--- config.mk ---
export PLATFORM = sky130hd
export DESIGN_NAME = branch_unit
export DESIGN_NICKNAME = d
export VERILOG_FILES = /design/src/rtl/branch_unit.sv
export SDC_FILE = /design/constraint.sdc
export NUM_CORES = 1
export LEC_CHECK = 0
export ABC_AREA = 1
export CORE_MARGIN = 2
export CORE_UTILIZATION = 55
export DETAILED_ROUTE_END_ITERATION = 10
export HOLD_SLACK_MARGIN = 0.15
export PLACE_DENSITY = 0.8
export SLEW_MARGIN = 10
export SYNTH_ARGS = -nofsm -noshare
export SYNTH_HDL_FRONTEND = slang
export SYNTH_SLANG_ARGS = --single-unit
--- constraint.sdc ---
create_clock -name clk -period 4.8 [get_ports clk]
set_input_delay 1.44 -clock clk [delete_from_list [all_inputs] [get_ports clk]]
set_output_delay 1.44 -clock clk [all_outputs]
set_load 0.03 [all_outputs]
--- src/rtl/branch_unit.sv ---
`default_nettype none
// ============================================================================
//  Module      : branch_unit
//  Description : Decode-stage branch resolution. Computes branch targets,
//                evaluates CBZ / B.cond against forwarded NZVC flags, and
//                redirects the fetch PC one cycle after a taken branch.
//                Also holds the architectural flag register and a
//                taken-branch counter.
//  Revision    : 1.0 - initial release
// ============================================================================
module branch_unit (
  input  logic        clk,
  input  logic        reset,
  input  logic        stall,
  input  logic [63:0] id_pc,
  input  logic        br_uncond,
  input  logic        br_cbz,
  input  logic        br_cond,
  input  logic [3:0]  cond_code,
  input  logic [25:0] brAddr26,
  input  logic [18:0] condAddr19,
  input  logic        CBZ_zeroFlag,
  input  logic        ex_setflags,
  input  logic        ex_neg,
  input  logic        ex_zero,
  input  logic        ex_ovf,
  input  logic        ex_cout,
  output logic [63:0] pc,
  output logic        br_taken,
  output logic        flush_ifid,
  output logic [3:0]  flags_q,
  output logic [31:0] taken_count
);

  logic [63:0] r_pc;
  logic [3:0]  r_flags;
  logic [31:0] r_taken_count;

  logic [63:0] w_offset_bytes;
  logic [63:0] w_target;
  logic [3:0]  w_eff_flags;
  logic        w_n, w_z, w_v, w_c;
  logic        w_cond_true;
  logic        w_taken;

  // Word offset sign-extended and scaled to bytes in one concatenation.
  assign w_offset_bytes = br_uncond ? {{36{brAddr26[25]}}, brAddr26, 2'b00}
                                    : {{43{condAddr19[18]}}, condAddr19, 2'b00};
  assign w_target       = id_pc + w_offset_bytes;

  // An execute-stage flag write is forwarded so B.cond sees it the same cycle.
  assign w_eff_flags = ex_setflags ? {ex_neg, ex_zero, ex_ovf, ex_cout} : r_flags;
  assign w_n = w_eff_flags[3];
  assign w_z = w_eff_flags[2];
  assign w_v = w_eff_flags[1];
  assign w_c = w_eff_flags[0];

  // Condition-code evaluation on the effective flags.
  always_comb begin
    w_cond_true = 1'b0;
    case (cond_code)
      4'd0:    w_cond_true = w_z;
      4'd1:    w_cond_true = !w_z;
      4'd2:    w_cond_true = w_c;
      4'd3:    w_cond_true = !w_c;
      4'd4:    w_cond_true = w_n;
      4'd5:    w_cond_true = !w_n;
      4'd6:    w_cond_true = w_v;
      4'd7:    w_cond_true = !w_v;
      4'd8:    w_cond_true = w_c && !w_z;
      4'd9:    w_cond_true = !(w_c && !w_z);
      4'd10:   w_cond_true = (w_n == w_v);
      4'd11:   w_cond_true = (w_n != w_v);
      4'd12:   w_cond_true = !w_z && (w_n == w_v);
      4'd13:   w_cond_true = !(!w_z && (w_n == w_v));
      default: w_cond_true = 1'b1;
    endcase
  end

  // Stall has priority: a held branch resolves only once the hazard clears.
  assign w_taken = !stall && (br_uncond || (br_cbz && CBZ_zeroFlag) || (br_cond && w_cond_true));

  // PC: hold on stall, redirect on taken branch, otherwise sequential fetch.
  always_ff @(posedge clk) begin
    if (reset) begin
      r_pc <= 64'd0;
    end else if (!stall) begin
      r_pc <= w_taken ? w_target : (r_pc + 64'd4);
    end
  end

  // Flag register follows execute writes regardless of stall.
  always_ff @(posedge clk) begin
    if (reset) begin
      r_flags <= 4'b0000;
    end else if (ex_setflags) begin
      r_flags <= {ex_neg, ex_zero, ex_ovf, ex_cout};
    end
  end

  // Taken-branch counter, wraps naturally at 32 bits.
  always_ff @(posedge clk) begin
    if (reset) begin
      r_taken_count <= 32'd0;
    end else if (w_taken) begin
      r_taken_count <= r_taken_count + 32'd1;
    end
  end

  assign pc          = r_pc;
  assign flags_q     = r_flags;
  assign taken_count = r_taken_count;
  assign br_taken    = w_taken;
  assign flush_ifid  = w_taken;

endmodule
`default_nettype wire

==> results by group, run 1 <==
Worst hold path
  • Startpoint of the most critical hold path: pc[62]
  • Hold Path Cell Cnt: 2
  • Hold-critical path endpoint: pc[62]
  • Type of the most critical hold path: reg2reg

Worst setup path
  • Endpoint of the worst-slack reg-to-reg timing path: pc[52]
  • Cell repeated most along the worst path: sky130_fd_sc_hd__nand2_1
  • Reg2reg start: flags_q[2]
  • Required time of the worst setup path: between 3000 and 4000 ps
  • Timing startpoint of the critical path: cond_code[0]
  • CP delay by family, top: buffers and inverters
  • Largest driver fanout on the critical path: 6
  • Depth of the worst register-to-register path: 16
  • Setup slack of the worst register-to-register path: 1910 ps
  • Sequence of cells on the critical path: clkdlybuf4s50_1 > inv_1 > nor2_1 > nand2_1 > nand3_1 > o21ai_1 > nand2_1 > nand3_2 > a21oi_4 > buf_4
  • Endpoint kind of the worst setup timing path: output port
  • Kind of critical path: in2out
  • Signal arrival time at the worst endpoint: 3260 ps
  • Highest cell delay on the worst timing path: ~600 ps
  • Slowest stage cell on the critical path: sky130_fd_sc_hd__clkdlybuf4s50_1
  • CP Buf/Inv Count: 3
  • Critical path startpoint category: input pin

Power and ir drop
  • Total power consumption of the routed design: 0.003301 W
  • VDD IR-drop max: 153.6 uV
  • Net Sw Power: 0.001442 W
  • Clock power frac: a little under a quarter
  • Leakage Power: 7.549 nW
  • Total power divided by cell area: around 210 mW/mm^2
  • Fraction of power spent switching nets: 43.69%
  • Logic gate share of total power: 47.3%
  • Internal power consumption: 0.001859 W
  • Proportion of power drawn by flip-flops and latches: 29.6%

Cells and area
  • Fraction of layout cells with a size suffix above 1: 2.580%
  • Post-layout nets: 2782
  • Leading cell types in the layout, fill and taps excluded: sky130_fd_sc_hd__nand2_1 (968), sky130_fd_sc_hd__inv_1 (375), sky130_fd_sc_hd__clkdlybuf4s50_1 (221)
  • Growth of design area from synthesis to finish: 22.18%
  • Filler Cell Count: between 2000 and 2500
  • Most common cell after layout, fill and taps aside: sky130_fd_sc_hd__nand2_1
  • Diodes inserted: 0

Logic synthesis
  • Number of flip-flops and latches in the synthesized netlist: 100
  • Area of the mapped netlist: 0.01264 sq mm
  • Cell count after synthesis: around 2400
  • Yosys warning total: 0
  • Synth Net Count: 2577
  • Post-synth top flop: sky130_fd_sc_hd__dfxtp_1
  • Register area share after synthesis: between 10% and 20%
  • Post-synthesis async set-or-reset flop share: 0%
  • Mean instance size in the synthesized netlist: 5.291 sq um
  • Post-synth cell types: 48
  • Number of enable flip-flop cells after synthesis: 0

CTS
  • Latest clock arrival within the worst-skew pair: 350 ps
  • H-Tree Level Count: 3
  • TritonCTS clock tree: yes
  • TritonCTS Sinks: 100
  • Clk Tree Root Cell: sky130_fd_sc_hd__clkbuf_16
  • Hold buffer count at cts: 0
  • Maximum number of buffers from clock root to sink: 2
  • Clk slew on worst S/H paths: 80 ps
  • TritonCTS buffer count: 9

Timing
  • Relative slew margins: 40.91%
  • Worst setup skew after layout: 11.04 ps
  • Fmax: 212.6 MHz
  • Finish-stage setup viols: 0
  • Final Worst Setup Slack: 96.64 ps
  • Hold Vio Cnt, Final: 0
  • Total negative setup slack: 0 ps
  • Final worst path period share: 97.99%
  • Min cycle time layout: 4703 ps
  • Worst Tran Pin Value: 879.5 ps
  • Setup repair after global routing missed its margin: no
  • Final hold slack: between 400 and 500 ps
  • Slew Viols, Final: 0

Die
  • Core area: between 0.02 and 0.025 sq mm
  • Count of standard-cell rows: 55
  • Die width: 155.6 um
  • Initial standard-cell utilization of the core: 55.98%
  • Count of boundary I/O pins: 227
  • Floorplan die height: around 160 um
  • Area of the die: 0.02420 sq mm

Global routing
  • Number of antenna violations at the first check in global routing: 0
  • Total overflow reported by the global router: 0
  • First-pass GRT wire length: between 70000 and 80000 um
  • GRT Util Overall: 38.15%
  • Pin count of the biggest net entering global routing: about 80
  • Vias in the first global route: ~15000

Detailed routing
  • Residual DRC: 0
  • Iteration count of the initial detailed-routing pass: 8
  • Sum of routed wire length over all layers: 46880 um
  • Number of vias after detailed routing: ~16000
  • Number of nets still failing antenna checks after routing: 0
  • DR WL/cell: 16.27 um
  • Detailed Route Iter0 Violations: ~1800
  • Detail-routed via count per cell: 5.531

Place
  • Detailed placement HPWL: 38510 um
  • Pre-CTS setup slack: -27.32 ps
  • Count of buffers from port buffering: 226
  • Routability Congestion: between 1 and 1.5

Run status
  • Run status: completed

Flow run
  • Max cap viols: 0
==> what timing repair did <==
item                                    CTS  global route
resized for setup                         0             1
endpoints found under the setup margin    2             2
setup buffers                             1             0
gates cloned                              0             0
pin swaps                                 1             0
==> cells by family after synthesis <==
family,after synthesis,synth area share [%]
adder cells (fa/ha/maj),64,6.397
flip-flops,100,15.84
XOR/XNOR,94,6.515
buffers and inverters,427,13.17
AND/OR/NAND/NOR,1479,48.65
AO/OA/AOI/OAI,224,9.427
==> final cells by class <==
cell class | instances | area [sq um] | area share [%]
Tap cell | 285 | 356.6 | 2.310
Timing Repair Buffer | 241 | 2387 | 15.46
Clock buffer | 9 | 225.2 | 1.459
Inverter | 380 | 1426 | 9.239
Clock inverter | 6 | 71.32 | 0.4619
Sequential cell | 100 | 2002 | 12.97
Multi-Input combinational cell | 1861 | 8970 | 58.10
==> worst max-delay path by stage <==
| stage | cells after the start | slack [ps] | to |
|---|---|---|---|
| 6_report | 10 | 100 | br_taken |
| 3_5_place_dp | 13 | -30 | br_taken |
| 3_3_place_gp | 12 | 90 | br_taken |
| 4_1_cts | 13 | 10 | br_taken |
| 5_1_grt | 10 | 40 | flush_ifid |
| 2_1_floorplan | 19 | 320 | pc[54] |
==> through the flow <==
step | cells | util (%) | cell area (sq um)
after floorplan | 2388 | - | 12640
after global placement | 2866 | 67.04 | 15130
after detailed placement | 2866 | 67.04 | 15130
after CTS | 2882 | 68.39 | 15440
after global routing | 2882 | 68.40 | 15440
final | 2882 | 68.40 | 15440
==> worst min-delay path, delay by kind of cell, from the launching register on <==
| family | cells | cell delay [ps] |
|---|---|---|
| AND/OR/NAND/NOR | 1 | 60 |
| flip-flops | 1 | 330 |
| AO/OA/AOI/OAI | 1 | 60 |
==> per-layer routing <==
metal / GRT usage, % / up-vias / part of all wire (%)
li1: - / 7847 / -
met1: 48.85 / 7163 / 41
met2: 63.55 / 786 / 45
met3: 5.639 / 145 / 9.2
met4: 17.21 / 0 / 5.1
met5: 0 / - / 0
==> power by group through the flow <==
stage | logic [W] | clock network [W] | registers (W)
floorplan | 0.000878 | 0 | 0.00107
CTS | 0.00153 | 0.000761 | 0.000973
finish | 0.00156 | 0.000763 | 0.000978
global placement | 0.00150 | 0 | 0.000990
detailed placement | 0.00152 | 0 | 0.000991
global route | 0.00171 | 0.000800 | 0.000984
==> Yosys cell counts, types with 4 or more instances <==
cell type,instances,area share (%)
sky130_fd_sc_hd__a21oi_1,166,6.6
sky130_fd_sc_hd__a31oi_1,5,0.25
sky130_fd_sc_hd__and2_1,5,0.25
sky130_fd_sc_hd__and3_1,5,0.25
sky130_fd_sc_hd__buf_1,5,0.15
sky130_fd_sc_hd__buf_2,13,0.51
sky130_fd_sc_hd__buf_4,6,0.36
sky130_fd_sc_hd__clkbuf_1,20,0.59
sky130_fd_sc_hd__dfxtp_1,100,16
sky130_fd_sc_hd__ha_1,63,6.2
sky130_fd_sc_hd__inv_1,375,11
sky130_fd_sc_hd__inv_2,4,0.12
sky130_fd_sc_hd__nand2_1,968,29
sky130_fd_sc_hd__nand2_2,9,0.45
sky130_fd_sc_hd__nand3_1,121,4.8
sky130_fd_sc_hd__nand3b_1,16,0.95
sky130_fd_sc_hd__nand4_1,48,2.4
sky130_fd_sc_hd__nor2_1,209,6.2
sky130_fd_sc_hd__nor2_2,5,0.25
sky130_fd_sc_hd__nor2_4,4,0.36
sky130_fd_sc_hd__nor3_1,59,2.3
sky130_fd_sc_hd__nor4_1,15,0.74
sky130_fd_sc_hd__o21ai_0,20,0.79
sky130_fd_sc_hd__o21ai_1,13,0.51
sky130_fd_sc_hd__o21bai_1,6,0.36
sky130_fd_sc_hd__xnor2_1,31,2.1
sky130_fd_sc_hd__xor2_1,63,4.4
==> state kept, by name, indices dropped and copies added, names as in the netlist <==
name,count
flags_q,4
pc,64
taken_count,32
Power figures use the tool's default switching activity.
==> run 2: changes to the inputs <==
PLACE_DENSITY = 0.84   (was 0.8)
==> run 2 against run 1 <==
Die area unchanged. Register-to-register slack improved by 130 ps. Setup slack improved by 58 ps. Largest power group unchanged. Maximum frequency increased by 1.2%. Sequential cell count unchanged.
==> results by group, run 2 (synthesis results as in run 1) <==
Run status
  • Run status: completed

Power and ir drop
  • Fraction of power spent switching nets: 44.39% (+0.69 points)
  • Total power divided by cell area: 212.4 mW/mm^2 (-0.66%)
  • Internal power consumption: 0.001829 W (-1.6%)
  • Clock power frac: 22.8% (-0.3 points)
  • Leakage Power: 7.563 nW (+0.18%)
  • Proportion of power drawn by flip-flops and latches: 29.8% (+0.2 points)
  • Net Sw Power: 0.001460 W (+1.2%)
  • Logic gate share of total power: 47.4% (about the same)
  • VDD IR-drop max: 153.0 uV (-0.38%)

Worst hold path
  • Hold Path Cell Cnt: 2 (unchanged)
  • Hold-critical path endpoint: pc[0]
  • Type of the most critical hold path: reg2reg
  • Startpoint of the most critical hold path: pc[0]

Global routing
  • Total overflow reported by the global router: 0 (unchanged)
  • Number of antenna violations at the first check in global routing: 0 (unchanged)
  • Pin count of the biggest net entering global routing: 84 (+6.3%)
  • Vias in the first global route: 14636 (-0.40%)
  • First-pass GRT wire length: 74600 um (+0.51%)
  • GRT Util Overall: 38.34% (+0.20 points)

Die
  • Count of standard-cell rows: 55 (unchanged)
  • Initial standard-cell utilization of the core: 55.98% (unchanged)
  • Area of the die: 0.02420 sq mm (unchanged)
  • Core area: 0.02257 sq mm (unchanged)
  • Die width: 155.6 um (unchanged)
  • Floorplan die height: 155.6 um (unchanged)
  • Count of boundary I/O pins: 227 (unchanged)

Cells and area
  • Filler Cell Count: 2157 (-0.87%)
  • Flip-flop count of the largest register, all copies and words added: 64 (unchanged)
  • Diodes inserted: 0 (unchanged)
  • Leading cell types in the layout, fill and taps excluded: sky130_fd_sc_hd__nand2_1 (968), sky130_fd_sc_hd__inv_1 (375), sky130_fd_sc_hd__clkdlybuf4s50_1 (221)
  • Most common cell after layout, fill and taps aside: sky130_fd_sc_hd__nand2_1
  • Core Util, Final: 68.59% (+0.19 points)
  • Post-layout nets: 2785 (+0.11%)
  • Fraction of layout cells with a size suffix above 1: 2.730% (+0.15 points)
  • Growth of design area from synthesis to finish: 22.53%

Worst setup path
  • Endpoint of the worst-slack reg-to-reg timing path: pc[48]
  • Setup slack of the worst register-to-register path: 2040 ps (+130 ps)
  • Required time of the worst setup path: 3360 ps (about the same)
  • Endpoint kind of the worst setup timing path: output port
  • Critical path startpoint category: input pin
  • Kind of critical path: in2out
  • Reg2reg start: flags_q[1]
  • Largest driver fanout on the critical path: 6 (unchanged)
  • Depth of the worst register-to-register path: 16 (unchanged)
  • Signal arrival time at the worst endpoint: 3210 ps (-50 ps)

Detailed routing
  • Detail-routed via count per cell: 5.493 (-0.68%)
  • Iteration count of the initial detailed-routing pass: 6 (-2)
  • Number of vias after detailed routing: 15854 (-0.55%)
  • Number of nets still failing antenna checks after routing: 0 (unchanged)
  • Sum of routed wire length over all layers: 47080 um (+0.42%)
  • Detailed Route Iter0 Violations: 1637 (-9.9%)
  • Residual DRC: 0 (unchanged)
  • DR WL/cell: 16.31 um (+0.28%)

CTS
  • TritonCTS buffer count: 9 (unchanged)
  • TritonCTS clock tree: yes
  • Clk slew on worst S/H paths: 70 ps (about the same)
  • Maximum number of buffers from clock root to sink: 2 (unchanged)
  • TritonCTS Sinks: 100 (unchanged)
  • Latest clock arrival within the worst-skew pair: 360 ps (about the same)
  • H-Tree Level Count: 3 (unchanged)
  • Hold buffer count at cts: 0 (unchanged)
  • Clk Tree Root Cell: sky130_fd_sc_hd__clkbuf_16

Timing
  • Fmax: 215.2 MHz (+1.2%)
  • Relative slew margins: 32.87% (-8.0 points)
  • Worst Tran Pin Value: 1007 ps (+127.5 ps)
  • Setup repair after global routing missed its margin: no
  • Total negative setup slack: 0 ps (unchanged)
  • Hold Vio Cnt, Final: 0 (unchanged)
  • Slew Viols, Final: 0 (unchanged)
  • Final hold slack: 493.3 ps (+0.3050 ps)
  • Min cycle time layout: 4646 ps (-57.58 ps)
  • Finish-stage setup viols: 0 (unchanged)
  • Final worst path period share: 96.79% (-1.2 points)
  • Worst setup skew after layout: 13.03 ps (+1.993 ps)

Place
  • Detailed placement HPWL: 38510 um (about the same)
  • Count of buffers from port buffering: 226 (unchanged)
  • Routability Congestion: 0.9822 (-7.6%)

Flow run
  • Max cap viols: 0 (unchanged)
## run 2: timing repair
| action | in CTS | in global routing |
|---|---|---|
| hold endpoints to repair | 0 | 0 |
| gates resized for setup | 0 | 1 |
| setup buffers | 0 | 0 |
| endpoints found under the setup margin | 0 | 2 |
## run 2: worst max path at each step
stage,end,cells after the start,slack (ps),from
CTS,flush_ifid,13,50,ex_setflags
global placement,br_taken,13,110,ex_setflags
detailed placement,flush_ifid,13,50,ex_setflags
finish,flush_ifid,10,150,cond_code[0]
floorplan,pc[54],19,320,br_uncond
global route,br_taken,13,30,ex_neg
## run 2: per-layer routing
layer / track usage, % / wire length (um) / vias to the layer above
met5: 0 / 0 / -
li1: - / - / 7872
met4: 15.03 / 1961 / 0
met2: 62.85 / 20730 / 762
met1: 51.11 / 20290 / 7106
met3: 5.250 / 4099 / 114
## run 2: per-stage QoR
stage / power, W / worst slack, ps / cell area, sq um / instances
floorplan: 0.001948 / 320.7 / 12640 / 2388
global placement: 0.002497 / 109.5 / 15190 / 2870
detailed placement: 0.002518 / 52.19 / 15190 / 2870
CTS: 0.003256 / 48.77 / 15480 / 2886
global route: 0.003477 / 30.38 / 15480 / 2886
finish: 0.003289 / 154.2 / 15480 / 2886
## run 2: power by group through the flow
stage / Combinational (W) / Sequential [W] / Clock [W]
4_1_cts: 0.00153 / 0.000975 / 0.000748
2_1_floorplan: 0.000878 / 0.00107 / 0
3_3_place_gp: 0.00150 / 0.000993 / 0
3_5_place_dp: 0.00152 / 0.000994 / 0
6_report: 0.00156 / 0.000980 / 0.000750
5_1_grt: 0.00171 / 0.000985 / 0.000780
## run 2: layout make-up
class,count,area (sq um),share of cell area (%)
tap,285,356.6,2.303
timing repair buffer,244,2435,15.73
clock inverter,6,53.80,0.3475
multi-input combinational,1861,8970,57.94
clock buffer,10,239.0,1.544
sequential,100,2002,12.93
inverter,380,1426,9.213
## run 2: critical path, stage by stage
cell                              delay [ps]
sky130_fd_sc_hd__clkdlybuf4s50_1         580
sky130_fd_sc_hd__inv_1                   120
sky130_fd_sc_hd__nor2_1                  140
sky130_fd_sc_hd__nand2_1                  90
sky130_fd_sc_hd__nand3_1                  70
sky130_fd_sc_hd__o21ai_1                  80
sky130_fd_sc_hd__nand2_1                  70
sky130_fd_sc_hd__nand3_2                 170
sky130_fd_sc_hd__a21oi_4                 250
sky130_fd_sc_hd__buf_4                   200
==> edit 1, RTL diff (config.mk and constraints of run 2) <==
Put one more register stage on the output `taken_count`, with the module's reset. The value now appears one clock later. The other outputs are not delayed to match.
--- a/src/rtl/branch_unit.sv
+++ b/src/rtl/branch_unit.sv
@@ -109,7 +109,13 @@
 
   assign pc          = r_pc;
   assign flags_q     = r_flags;
-  assign taken_count = r_taken_count;
+  always_ff @(posedge clk) begin
+    if (reset) begin
+      taken_count <= '0;
+    end else begin
+      taken_count <= r_taken_count;
+    end
+  end
   assign br_taken    = w_taken;
   assign flush_ifid  = w_taken;
 
Check against the original RTL: not equivalent (a bounded check fails within 4 cycles, from zero or initial values and one cycle with reset high).
==> edit 1 against run 2 <==
  * Critical path type unchanged
  * Setup slack improved by 17 ps
  * Critical path depth increased by 2
  * Wire length increased by 3.9%
  * Area after synthesis increased by 3.0%
  * Power increased by 24%
  * Sequential cell count increased by 32
  * Design area increased by 4.6%
  * Largest cell class unchanged
  * Highest routed layer is now met5
  * Via count increased by 1.3%
==> edit 1: results (changes against run 2) <==
[sta]
slew_headroom_pct=44.4  ; +12 points
fin_skew_ps=9.35  ; -3.68 ps
finalCriticalPeriod_ps=4630  ; -17.3 ps
setup_viol=0  ; unchanged

[synth]
ys_top_cells_by_count=nand2_1 (852), inv_1 (333), nor2_1 (245)
synth.avg_cell_area_sq_um=5.57  ; +5.3%
ys_types=42  ; -13%
synth_area_leaders=nand2_1 (25%), dfxtp_1 (20%), inv_1 (9.6%), nor2_1 (7.1%), a21oi_1 (6.9%)
synthFlopType=dfxtp_1
synth_nets=2523  ; -2.1%
ys_seq_area_share_pct=20.3  ; +4.5 points
postSynth.asyncResetShare_pct=0  ; unchanged
synth_warnings=0  ; unchanged

[critical_path]
cp_max_fo=3  ; -3
critPathCaptureType=primary output
cp.arrival_ps=3190  ; -20 ps
rr_startpoint=pc[2]
worst-r2r-cell-count=13  ; -3
r2r_end=pc[46]
worstSetupStartpoint=ex_neg
r2r_slack_ps=1880  ; -160 ps
cp-endpoint=flush_ifid

[layout]
num_antenna_cells=0  ; unchanged
fillers=2190  ; +1.5%
fin_nets=2745  ; -1.4%
largest_register_ffs=64  ; unchanged
multi_input_area_sq_um=8840  ; -1.4%
drive_gt1_share_pct=3.78  ; +1.0 points

[cts]
cts_buffers=17  ; +8
root_buffer=clkbuf_16
clk_pin_slew_ps=70  ; about the same
clock_latency_ps=440  ; +80 ps
cts_buffer_depth=2  ; unchanged
cts_htree_levels=4  ; +1

[placement]
hpwl_um=39900  ; +3.7%
pre_cts_slack_ps=-89.3  ; -141 ps
dp.cells=2855  ; -0.52%
dpl-instance-area_sq_um=15600  ; +2.9%
gp_congestion=1.08  ; +9.9%
port_buffers=226  ; unchanged

[global_route]
antenna_found_initial=2  ; +2
track_usage_pct=39.2  ; +0.89 points
grt_max_degree=83  ; -1.2%
grt_pass1_vias=15200  ; +3.6%
grt_pass1_wl_um=76300  ; +2.2%

[detailed_routing]
via_per_inst=5.56  ; +1.3%
dr.pass1.iters=6  ; unchanged
routed_wl_um=48900  ; +3.9%
drt_iter0_markers=1492  ; -8.9%
vias=16100  ; +1.3%
drc_errors=0  ; unchanged

[pwr]
vdd_drop_max_uv=233  ; +52%
leakagePower_nw=7.41  ; -2.1%

[hold_path]
hold_path_class=reg -> reg

[status]
outcome=finished, final reports clean

==> edit 1: cell count changes after synthesis, sizes merged, moves of 13 or more <==
cell	before	now
a21oi	168	181
dfxtp	100	132
inv	379	334
nand2	977	858
nor2	218	253
o21ai	33	67
==> edit 1: logic make-up (layout without fill, tap and decap cells) <==
| family | Yosys count | in the layout | share of synthesized area (%) |
|---|---|---|---|
| adder cells (fa/ha/maj) | 64 | 64 | 6.21 |
| XOR/XNOR | 89 | 89 | 5.99 |
| AO/OA/AOI/OAI | 271 | 271 | 10.9 |
| AND/OR/NAND/NOR | 1393 | 1393 | 44.8 |
| flip-flops | 132 | 132 | 20.3 |
| buffers and inverters | 385 | 620 | 11.8 |
==> edit 1: where the power goes <==
| group | switching [mW] | internal (mW) | total [mW] |
|---|---|---|---|
| clock | 0.581 | 0.683 | 1.26 |
| combinational | 0.991 | 0.565 | 1.56 |
| sequential | 0.0935 | 1.15 | 1.25 |
==> edit 1: cell type report <==
cell class | count | area share, %
repair buffers | 253 | 15.4
flip-flops and latches | 132 | 16.3
clock inverters | 15 | 0.834
well taps | 319 | 2.46
clock buffers | 17 | 2.63
multi-input cells | 1817 | 54.6
inverters | 335 | 7.76
==> edit 1: per-layer routing <==
metal | track usage, % | up-vias | part of all wire, %
met1 | 45.6 | 7199 | 39
met3 | 8.05 | 192 | 8.3
li1 | - | 7833 | -
met2 | 67.6 | 839 | 47
met4 | 21.0 | 4 | 5.5
met5 | 0 | - | 0.043
==> edit 1: repair_timing <==
| item | CTS | global route |
|---|---|---|
| hold buffers | 0 | 0 |
| hold endpoints to repair | 0 | 0 |
| buffers inserted | 0 | 1 |
| setup endpoints to repair | 0 | 2 |
| resized for setup | 0 | 2 |
==> edit 1: critical path: stages <==
cell and delay (ps):
clkdlybuf4s50_1 480, nand2_1 60, nand2_1 130, nand2_1 110
nand2_1 90, nand3_1 70, nand3_1 120, nand2_2 80
nand2_1 80, nand3_2 110, a21oi_4 230, buf_4 190
==> edit 1: how the worst min path moves through the flow <==
| stage | cells past startpoint | start | endpoint | slack, ps |
|---|---|---|---|---|
| after floorplan | 2 | r_taken_count[31] | taken_count[31] | 430 |
| after global placement | 2 | r_taken_count[31] | taken_count[31] | 440 |
| after detailed placement | 2 | r_taken_count[31] | taken_count[31] | 450 |
| after CTS | 2 | r_taken_count[31] | taken_count[31] | 460 |
| after global routing | 2 | r_taken_count[15] | taken_count[15] | 500 |
| final | 2 | r_taken_count[31] | taken_count[31] | 460 |
==> edit 2, RTL diff (config.mk and constraints of run 2) <==
Made on the original files. Reset style: asynchronous (`reset`), changed in 3 clocked blocks.
--- a/src/rtl/branch_unit.sv
+++ b/src/rtl/branch_unit.sv
@@ -81,7 +81,7 @@
   assign w_taken = !stall && (br_uncond || (br_cbz && CBZ_zeroFlag) || (br_cond && w_cond_true));
 
   // PC: hold on stall, redirect on taken branch, otherwise sequential fetch.
-  always_ff @(posedge clk) begin
+  always_ff @(posedge clk or posedge reset) begin
     if (reset) begin
       r_pc <= 64'd0;
     end else if (!stall) begin
@@ -90,7 +90,7 @@
   end
 
   // Flag register follows execute writes regardless of stall.
-  always_ff @(posedge clk) begin
+  always_ff @(posedge clk or posedge reset) begin
     if (reset) begin
       r_flags <= 4'b0000;
     end else if (ex_setflags) begin
@@ -99,7 +99,7 @@
   end
 
   // Taken-branch counter, wraps naturally at 32 bits.
-  always_ff @(posedge clk) begin
+  always_ff @(posedge clk or posedge reset) begin
     if (reset) begin
       r_taken_count <= 32'd0;
     end else if (w_taken) begin
Behaviour: differs if reset is asserted again (counterexample within 4 cycles, from zero or initial values and one cycle with reset high); with reset held inactive, the same outputs for 4 cycles.
==> edit 2 against run 2 <==
  * Synthesized cell count down 3.4%
  * Final cell count down 2.1%
  * Area after synthesis up 1.0%
  * Setup slack improved by 7.3 ps
  * Combinational power is 50% higher
  * Wire length decreased by 2.1%
  * Via count down 2.0%
  * Sequential share of layout area rose by 3.0 points
  * Design area is 1.2% higher
  * Sequential cell count is the same
  * Register-to-register slack worse by 210 ps
  * Power increased by 32%
  * Critical endpoint unchanged
==> edit 2: results (changes against run 2) <==
[status]
outcome=finished, final reports clean

[pwr]
switching_share_pct=48.5  ; +4.1 points
vdd_drop_max_uv=200  ; +31%
pwr-share-clk_pct=16.7  ; -6.1 points
p_int_mw=2.23  ; +22%
leakagePower_nw=8.26  ; +9.2%

[sta]
hold_ws_ps=519  ; +26.1 ps
fin_skew_ps=12.8  ; -0.206 ps
worstMarginPinSlew_ps=1030  ; +24.1 ps

[detailed_routing]
wl_per_cell_um=16.3  ; about the same
routed-wl-met2_um=21100  ; +1.8%
vias=15500  ; -2.0%

[critical_path]
worst-r2r-cell-count=10  ; -6
r2r_end=pc[54]
cp_max_fo=4  ; -2

[synth]
ys_types=45  ; -6.3%
synthFlopType=dfrtp_1
synthCells=2308  ; -3.4%
synth_area_leaders=nand2_1 (28%), dfrtp_1 (20%), inv_1 (10%), nor2_1 (6.7%), ha_1 (6.2%)
synth_nets=2497  ; -3.1%
postSynth.asyncResetShare_pct=100  ; +100 points
ys_seq_area_share_pct=19.6  ; +3.8 points
ys_top_cells_by_count=nand2_1 (952), inv_1 (353), nor2_1 (227)

[layout]
stdcell_count=2824  ; -2.1%
drive_gt1_share_pct=3.74  ; +1.0 points
fin_nets=2723  ; -2.2%

[hold_path]
min_from=pc[0]
holdPathEnd=pc[0]

[global_route]
track_usage_pct=37.8  ; -0.49 points
grt_pass1_vias=14600  ; -0.27%
grt_pass1_wl_um=73500  ; -1.5%
use_met3_pct=3.93  ; -1.3 points

[placement]
gp_congestion=0.997  ; +1.5%

[edit 2: cell count changes after synthesis, moves of 9 or more]
cell	delta
nor2_1	+18
a21oi_1	-76
xor2_1	-20
dfrtp_1	+100
nand3_1	+22
nor3_1	-14
inv_1	-22
dfxtp_1	-100
nand2_1	-16
o21bai_1	+9
o21ai_0	+31
[edit 2: stage by stage]
step / setup slack [ps] / instance area [sq um] / util, %
floorplan: 320 / 12800 / -
global placement: 34.1 / 15400 / 67.7
detailed placement: 16.7 / 15400 / 67.7
CTS: 7.79 / 15700 / 69.0
global route: 7.91 / 15700 / 69.0
finish: 162 / 15700 / 69.0
[edit 2: cell type report]
| class | count | area, sq um |
|---|---|---|
| fillers | 2192 | 7040 |
| multi-input cells | 1813 | 8700 |
| clock buffers | 9 | 225 |
| repair buffers | 252 | 2480 |
| flip-flops and latches | 100 | 2500 |
| inverters | 358 | 1350 |
| well taps | 285 | 357 |
| clock inverters | 7 | 60.1 |
[edit 2: kinds of logic after synthesis]
family	Yosys count	synth area share, %
adders and majority gates	64	6.33
buffers and inverters	395	12.3
and+or+nand+nor	1484	48.4
AOI/OAI and AO/OA	192	8.39
xor gates and xnor gates	73	5.01
DFF	100	19.6
[edit 2: worst max path at each step]
stage / start / endpoint / slack, ps / cells after the start
floorplan: br_uncond / pc[50] / 320 / 18
global placement: br_uncond / pc[63] / 30 / 19
detailed placement: ex_setflags / flush_ifid / 20 / 13
CTS: ex_setflags / flush_ifid / 8 / 13
global route: ex_neg / br_taken / 8 / 12
finish: ex_neg / flush_ifid / 160 / 12
[edit 2: worst max-delay path, stage by stage]
cell and delay, ps:
clkdlybuf4s50_1 510, nand2_1 80, nand2_2 110, nand2_1 80, nand3_1 110, nand2_1 60
nand3_1 70, nand2_1 70, nand2_1 100, nand3_4 100, a21oi_4 250, buf_4 210
